===== config.mk =====
export PLATFORM = sky130hd
export DESIGN_NAME = y86_kb_tty_shell
export DESIGN_NICKNAME = d
export VERILOG_FILES = /design/src/rtl/y86_shell_pkg.sv /design/src/rtl/y86_kb_tty_shell_ps2_rx.sv /design/src/rtl/y86_kb_tty_shell.sv
export SDC_FILE = /design/constraint.sdc
export NUM_CORES = 1
export LEC_CHECK = 0
export ABC_AREA = 1
export CAP_MARGIN = 5
export CORE_UTILIZATION = 57
export DETAILED_ROUTE_END_ITERATION = 10
export HOLD_SLACK_MARGIN = 0.12
export PLACE_DENSITY = 0.75
export SETUP_SLACK_MARGIN = 0.02
export SLEW_MARGIN = 30
export SYNTH_ARGS = -nofsm -noshare
export SYNTH_HDL_FRONTEND = slang
export SYNTH_HIERARCHICAL = 1
export SYNTH_SLANG_ARGS = --single-unit

===== constraint.sdc =====
create_clock -name mclk -period 5.6 [get_ports mclk]
set_input_delay 1.4 -clock mclk [delete_from_list [all_inputs] [get_ports mclk]]
set_output_delay 1.4 -clock mclk [all_outputs]
set_load 0.02 [all_outputs]

===== src/rtl/y86_shell_pkg.sv =====
// Shared constants, receiver state type and the Set-2 scancode to ASCII table
// for the Y86 keyboard/TTY shell.
package y86_shell_pkg;

  localparam logic [7:0] SC_BREAK  = 8'hF0;
  localparam logic [7:0] SC_EXT    = 8'hE0;
  localparam logic [7:0] SC_LSHIFT = 8'h12;
  localparam logic [7:0] SC_RSHIFT = 8'h59;
  localparam logic [7:0] SC_ESC    = 8'h76;
  localparam logic [7:0] SC_CAPS   = 8'h58;

  localparam logic [6:0] ASCII_SPACE = 7'h20;
  localparam logic [6:0] ASCII_CR    = 7'h0D;
  localparam logic [6:0] ASCII_BS    = 7'h08;

  typedef enum logic [1:0] {IDLE, DATA, PARITY, STOP} rx_state_t;

  typedef struct packed {
    logic       vld;
    logic [6:0] ch;
  } dec_t;

  // upper selects letter case only; shift selects the digit-row symbols
  function automatic dec_t sc_decode(input logic [7:0] code, input logic upper,
                                     input logic shift);
    dec_t d;
    d.vld = 1'b1;
    d.ch  = 7'h00;
    case (code)
      8'h1C: d.ch = 7'h61;  8'h32: d.ch = 7'h62;  8'h21: d.ch = 7'h63;
      8'h23: d.ch = 7'h64;  8'h24: d.ch = 7'h65;  8'h2B: d.ch = 7'h66;
      8'h34: d.ch = 7'h67;  8'h33: d.ch = 7'h68;  8'h43: d.ch = 7'h69;
      8'h3B: d.ch = 7'h6A;  8'h42: d.ch = 7'h6B;  8'h4B: d.ch = 7'h6C;
      8'h3A: d.ch = 7'h6D;  8'h31: d.ch = 7'h6E;  8'h44: d.ch = 7'h6F;
      8'h4D: d.ch = 7'h70;  8'h15: d.ch = 7'h71;  8'h2D: d.ch = 7'h72;
      8'h1B: d.ch = 7'h73;  8'h2C: d.ch = 7'h74;  8'h3C: d.ch = 7'h75;
      8'h2A: d.ch = 7'h76;  8'h1D: d.ch = 7'h77;  8'h22: d.ch = 7'h78;
      8'h35: d.ch = 7'h79;  8'h1A: d.ch = 7'h7A;
      8'h45: d.ch = shift ? 7'h29 : 7'h30;
      8'h16: d.ch = shift ? 7'h21 : 7'h31;
      8'h1E: d.ch = shift ? 7'h40 : 7'h32;
      8'h26: d.ch = shift ? 7'h23 : 7'h33;
      8'h25: d.ch = shift ? 7'h24 : 7'h34;
      8'h2E: d.ch = shift ? 7'h25 : 7'h35;
      8'h36: d.ch = shift ? 7'h5E : 7'h36;
      8'h3D: d.ch = shift ? 7'h26 : 7'h37;
      8'h3E: d.ch = shift ? 7'h2A : 7'h38;
      8'h46: d.ch = shift ? 7'h28 : 7'h39;
      8'h29: d.ch = ASCII_SPACE;
      8'h5A: d.ch = ASCII_CR;
      8'h66: d.ch = ASCII_BS;
      default: d.vld = 1'b0;
    endcase
    if (upper && d.ch >= 7'h61 && d.ch <= 7'h7A) d.ch = d.ch - 7'h20;
    return d;
  endfunction

endpackage


===== src/rtl/y86_kb_tty_shell_ps2_rx.sv =====
// PS/2 frame receiver: input synchronisers, falling-edge detect, start/data/
// parity/stop FSM with odd-parity check and a mid-frame inactivity timeout.
import y86_shell_pkg::*;

module ps2_rx #(
  parameter int SYNC_STAGES    = 2,
  parameter int TIMEOUT_CYCLES = 200000
) (
  input  logic       clk,
  input  logic       reset,
  input  logic       ps2_clk,
  input  logic       ps2_data,
  output logic [7:0] rx_byte,
  output logic       rx_valid
);
  localparam int TW = $clog2(TIMEOUT_CYCLES + 1);

  logic [SYNC_STAGES-1:0] clk_sync, dat_sync;
  logic                   clk_q, clk_s, dat_s, fall;
  rx_state_t              state;
  logic [2:0]             cnt;
  logic [7:0]             shreg;
  logic                   par_ok;
  logic [TW-1:0]          tmo;

  assign clk_s = clk_sync[SYNC_STAGES-1];
  assign dat_s = dat_sync[SYNC_STAGES-1];
  assign fall  = clk_q & ~clk_s;

  // lines idle high, so the synchronisers reset to 1 to avoid a false fall
  always_ff @(posedge clk) begin
    if (reset) begin
      clk_sync <= '1;
      dat_sync <= '1;
      clk_q    <= 1'b1;
    end else begin
      clk_sync <= {clk_sync[SYNC_STAGES-2:0], ps2_clk};
      dat_sync <= {dat_sync[SYNC_STAGES-2:0], ps2_data};
      clk_q    <= clk_s;
    end
  end

  always_ff @(posedge clk) begin
    if (reset) begin
      state    <= IDLE;
      cnt      <= '0;
      shreg    <= '0;
      par_ok   <= 1'b0;
      tmo      <= '0;
      rx_valid <= 1'b0;
      rx_byte  <= '0;
    end else begin
      rx_valid <= 1'b0;
      if (state == IDLE || fall) tmo <= '0;
      else                       tmo <= tmo + 1'b1;
      if (state != IDLE && !fall && tmo == TW'(TIMEOUT_CYCLES - 1)) begin
        state <= IDLE;
      end else if (fall) begin
        case (state)
          IDLE: if (!dat_s) begin
            state <= DATA;
            cnt   <= '0;
          end
          DATA: begin
            shreg <= {dat_s, shreg[7:1]};
            cnt   <= cnt + 1'b1;
            if (cnt == 3'd7) state <= PARITY;
          end
          PARITY: begin
            par_ok <= ^{shreg, dat_s};
            state  <= STOP;
          end
          STOP: begin
            if (par_ok && dat_s) begin
              rx_valid <= 1'b1;
              rx_byte  <= shreg;
            end
            state <= IDLE;
          end
          default: state <= IDLE;
        endcase
      end
    end
  end

endmodule


===== src/rtl/y86_kb_tty_shell.sv =====
// Y86 board keyboard/TTY shell: scancode decoder, char FIFO and TTY writer.
// Optional feature: define CAPS_LOCK_EN to enable the caps-lock toggle.
import y86_shell_pkg::*;

module y86_kb_tty_shell #(
  parameter int FIFO_DEPTH     = 4,
  parameter int SYNC_STAGES    = 2,
  parameter int TIMEOUT_CYCLES = 200000
) (
  input  logic       mclk,
  input  logic       reset,
  input  logic       ps2_in,
  input  logic       ps2_clk,
  input  logic       TTY_ready,
  output logic [6:0] TTY_data,
  output logic       TTY_en,
  output logic       TTY_clear
);
  localparam int AW = $clog2(FIFO_DEPTH);

  logic [7:0] rx_byte;
  logic       rx_valid;

  ps2_rx #(.SYNC_STAGES(SYNC_STAGES), .TIMEOUT_CYCLES(TIMEOUT_CYCLES)) u_rx (
    .clk     (mclk),
    .reset   (reset),
    .ps2_clk (ps2_clk),
    .ps2_data(ps2_in),
    .rx_byte (rx_byte),
    .rx_valid(rx_valid)
  );

  logic brk, ext, shift, caps, clr_pend;
  logic esc, push, push_ok, pop, full, empty;
  dec_t dec;

  assign dec  = sc_decode(rx_byte, shift ^ caps, shift);
  assign push = rx_valid && !brk && !ext && dec.vld;
  assign esc  = rx_valid && !brk && !ext && rx_byte == SC_ESC;

  always_ff @(posedge mclk) begin
    if (reset) begin
      brk       <= 1'b0;
      ext       <= 1'b0;
      shift     <= 1'b0;
      clr_pend  <= 1'b1;
      TTY_clear <= 1'b0;
    end else begin
      TTY_clear <= clr_pend | esc;
      clr_pend  <= 1'b0;
      if (rx_valid) begin
        if (rx_byte == SC_BREAK)     brk <= 1'b1;
        else if (rx_byte == SC_EXT)  ext <= 1'b1;
        else begin
          // any non-prefix code consumes the pending prefixes
          brk <= 1'b0;
          ext <= 1'b0;
          if (rx_byte == SC_LSHIFT || rx_byte == SC_RSHIFT) shift <= ~brk;
        end
      end
    end
  end

`ifdef CAPS_LOCK_EN
  always_ff @(posedge mclk) begin
    if (reset) caps <= 1'b0;
    else if (rx_valid && !brk && !ext && rx_byte == SC_CAPS) caps <= ~caps;
  end
`else
  assign caps = 1'b0;
`endif

  logic [6:0]    mem [FIFO_DEPTH];
  logic [AW-1:0] wr_ptr, rd_ptr;
  logic [AW:0]   count;

  assign full    = count == (AW+1)'(FIFO_DEPTH);
  assign empty   = count == '0;
  assign push_ok = push && !full;
  assign pop     = !empty && TTY_ready && !TTY_en;

  always_ff @(posedge mclk) begin
    if (push_ok) mem[wr_ptr] <= dec.ch;
  end

  always_ff @(posedge mclk) begin
    if (reset) begin
      wr_ptr   <= '0;
      rd_ptr   <= '0;
      count    <= '0;
      TTY_en   <= 1'b0;
      TTY_data <= '0;
    end else begin
      if (push_ok) wr_ptr <= wr_ptr + 1'b1;
      // gating on TTY_en keeps strobes at least one idle cycle apart
      TTY_en <= pop;
      if (pop) begin
        TTY_data <= mem[rd_ptr];
        rd_ptr   <= rd_ptr + 1'b1;
      end
      count <= count + (AW+1)'(push_ok) - (AW+1)'(pop);
    end
  end

endmodule


==> summary.txt <==
Power
  – Peak supply drop: 0.274 mV
  – Cell Pwr Density: 263 nW/um^2
  – Total power: 0.00144 W
  – Leakage: 2.24 nW

Worst hold path
  – Hold crit path type: flip-flop to flip-flop
  – Hold depth: 1
  – Hold wc startpoint: u_rx/clk_sync[0]$_SDFF_PP1_
  – Hold-critical path endpoint: u_rx/clk_sync[1]$_SDFF_PP1_

Setup path
  – RR Startpoint: u_rx/rx_byte[2]$_SDFFE_PP0P_
  – CP Data Required Time: 5.90 ns
  – Crit path capture type: flip-flop
  – Critical path arrival: 3.46 ns
  – CP Class: input pin to flip-flop
  – Reg2reg end: mem[0][6]$_DFFE_PP_
  – Type of origin of the critical path: input pin
  – CP max FO: 17
  – Reg2Reg Setup Slack: 2.66 ns
  – R2R cell count: 17

Die
  – Initial Util: 0.601
  – Die width: 96.0 um
  – IO Pins: 14
  – Core ar.: 8380 um^2
  – Die H: 96.0 um
  – Rows: 33
  – Die ar.: 9220 um^2

GRT
  – Vias in the first global route: 3989
  – Total gr overflow: 0
  – Largest net degree at the start of global routing: 20
  – GRT Resource Usage Total: 0.254
  – First-pass GRT wire length: 17800 um
  – Initial antenna violation count: 0

Synthesis
  – Mapped cell area: 5040 um^2
  – Post-synth top area cell: dfxtp_1
  – Number of synthesized flops with an enable pin: 28
  – Avg Cell Area, Syn: 7.31 um^2
  – Mapped Nets: 709
  – Ys async rst share: 0
  – Post-synth top area share: 0.262
  – Synth Flop Type: dfxtp_1
  – Cells after Synth: 689
  – YS warnings: 6
  – Dominant cells by area after synthesis: dfxtp_1 26%, edfxtp_1 17%, nand2_1 9.9%
  – Register bit total from synthesis: 94
  – Netlist cell types: 44
  – Post-synthesis sequential area ratio: 0.429

Cells and area
  – Synth-to-Final Area Change: 8.35%
  – # fillers: 738
  – Final layout net count: 722
  – ANT cells: 0
  – Layout cells sized above 1: 0.109

CTS
  – Clock sink count: 94
  – CTS resizes: 0
  – Num CTS Buffers: 9
  – H-tree depth: 3
  – Clock transition at path regs: 0.11 ns
  – CTS tree: yes
  – Clock Latency Late Sink: 0.37 ns
  – Clk root buf: clkbuf_8
  – Hold_buf cts: 0
  – Postcts setup bufs: 0
  – Clock tree buffer depth: 2

Detailed routing
  – Post-route ant nets: 0
  – Vias per cell: 5.37
  – Vias: 4363
  – Initial drt markers: 254
  – DR pass1 iterations: 5
  – Detailed Route WL: 10800 um
  – WL/cell: 13.2 um
  – DR DRC count: 0

STA
  – Max Fclk: 0.316 GHz
  – Final critical-path setup slack: 2.43 ns
  – Final hold violations: 0
  – Final TNS setup: 0 ns
  – Final period utilization: 0.566
  – RSZ-0062 raised after global routing: no
  – Worst slew pin tran: 0.745 ns
  – Final Max Slew Viols: 0
  – Period minus WS final: 3.17 ns
  – Worst Skew: 0.0169 ns
  – Setup-failing EPs final: 0
  – Slew Limit Headroom: 0.501

Placement
  – Setup WS pre-CTS: 2.03 ns
  – Port buffer count: 13
  – GP Congestion: 0.956
  – Post-DP HPWL: 8050 um

Run status
  – Outcome: completed

Job
  – Max-cap violations: 0
==> through the flow <==
stage	std cells	utilization	hold WS (ns)	instance area, um^2
after global placement	796	0.627	0.398	5250
after CTS	812	0.651	0.430	5460
after floorplan	689	-	0.389	5040
final	812	0.651	0.425	5460
after global routing	812	0.651	0.444	5460
after detailed placement	796	0.627	0.401	5250
==> synthesized netlist by cell type, types with 2 or more instances <==
library cell / instances
o21a_1: 2
xnor2_1: 2
nor2_1: 131
xor2_1: 3
o21bai_1: 2
nand3_2: 2
a21oi_1: 36
nor2_2: 8
nor2_4: 8
a31oi_1: 9
o21ai_0: 52
edfxtp_1: 28
nand2_2: 18
nand3_1: 30
nand2_1: 133
buf_1: 2
inv_1: 76
nand4_1: 12
nand2_4: 2
nor3_1: 10
ha_1: 14
clkbuf_1: 6
inv_2: 11
buf_2: 2
or2_2: 6
dfxtp_1: 66
==> cell usage in the layout (no fill, tap or decap), types with 2 or more instances in the layout <==
| cell type | n |
|---|---|
| nor3_1 | 10 |
| a21oi_1 | 36 |
| inv_1 | 76 |
| nand2_4 | 2 |
| clkbuf_8 | 9 |
| nor2_2 | 8 |
| clkinv_8 | 2 |
| inv_8 | 2 |
| o21ai_0 | 52 |
| nor2_4 | 8 |
| ha_1 | 14 |
| xnor2_1 | 2 |
| nor2_1 | 131 |
| or2_2 | 6 |
| nand3_2 | 2 |
| a31oi_1 | 9 |
| o21bai_1 | 2 |
| edfxtp_1 | 28 |
| o21a_1 | 2 |
| dfxtp_1 | 66 |
| xor2_1 | 3 |
| nand4_1 | 12 |
| nand2_1 | 133 |
| clkdlybuf4s50_1 | 13 |
| nand2_2 | 18 |
| inv_2 | 11 |
| nand3_1 | 30 |
==> where the power goes <==
part | switching (W) | internal (W) | total, W
registers | 0.0000371 | 0.000734 | 0.000771
logic | 0.000123 | 0.0000909 | 0.000214
clock network | 0.000275 | 0.000177 | 0.000452
==> worst max path at each step <==
| stage | from | end | slack (ns) | cells past startpoint |
|---|---|---|---|---|
| 2_1_floorplan | TTY_ready | count[2]$_SDFF_PP0_ | 2.25 | 9 |
| 3_3_place_gp | TTY_ready | count[2]$_SDFF_PP0_ | 2.09 | 10 |
| 3_5_place_dp | TTY_ready | count[2]$_SDFF_PP0_ | 2.03 | 10 |
| 4_1_cts | TTY_ready | count[2]$_SDFF_PP0_ | 2.43 | 10 |
| 5_1_grt | TTY_ready | count[2]$_SDFF_PP0_ | 2.26 | 10 |
| 6_report | TTY_ready | count[2]$_SDFF_PP0_ | 2.43 | 10 |
==> registers in the layout (all words and copies together) (netlist names), 2 cells and up <==
name,flops
rd_ptr,2
u_rx/state,2
u_rx/shreg,8
u_rx/clk_sync,2
u_rx/cnt,3
u_rx/dat_sync,2
wr_ptr,2
count,3
TTY_data,7
u_rx/rx_byte,8
u_rx/tmo,18
mem,28
==> final cells by class <==
type                            count  area [um^2]  area share
Timing Repair Buffer               14          138      0.0252
Tap cell                          105          131      0.0241
Inverter                           88          330      0.0605
Multi-Input combinational cell    495         2490       0.457
Sequential cell                    94         2160       0.396
Clock inverter                      7         80.1      0.0147
Clock buffer                        9          124      0.0227
==> layer usage <==
metal / track usage / vias up / share of wire
met3: 0.0569 / 16 / 0.035
met2: 0.447 / 87 / 0.49
li1: - / 2254 / -
met5: 0 / - / 0
met4: 0.0796 / 0 / 0.016
met1: 0.307 / 2006 / 0.45
==> critical path: stages <==
cell,delay [ns]
clkdlybuf4s50_1,0.46
inv_1,0.04
nor3_1,0.18
buf_4,0.23
ha_1,0.15
inv_1,0.03
ha_1,0.18
fa_1,0.38
or2_2,0.30
a21oi_1,0.11
==> logic make-up (layout without fill, tap and decap cells) <==
| group | count (synthesis) | after routing | synth area share |
|---|---|---|---|
| buffers and inverters | 100 | 118 | 0.0760 |
| DFF | 94 | 94 | 0.429 |
| and+or+nand+nor | 367 | 367 | 0.332 |
| xor gates and xnor gates | 5 | 5 | 0.00870 |
| AOI/OAI and AO/OA | 108 | 108 | 0.115 |
| adders and majority gates | 15 | 15 | 0.0388 |
No activity file was read; power rests on OpenSTA's default activity.
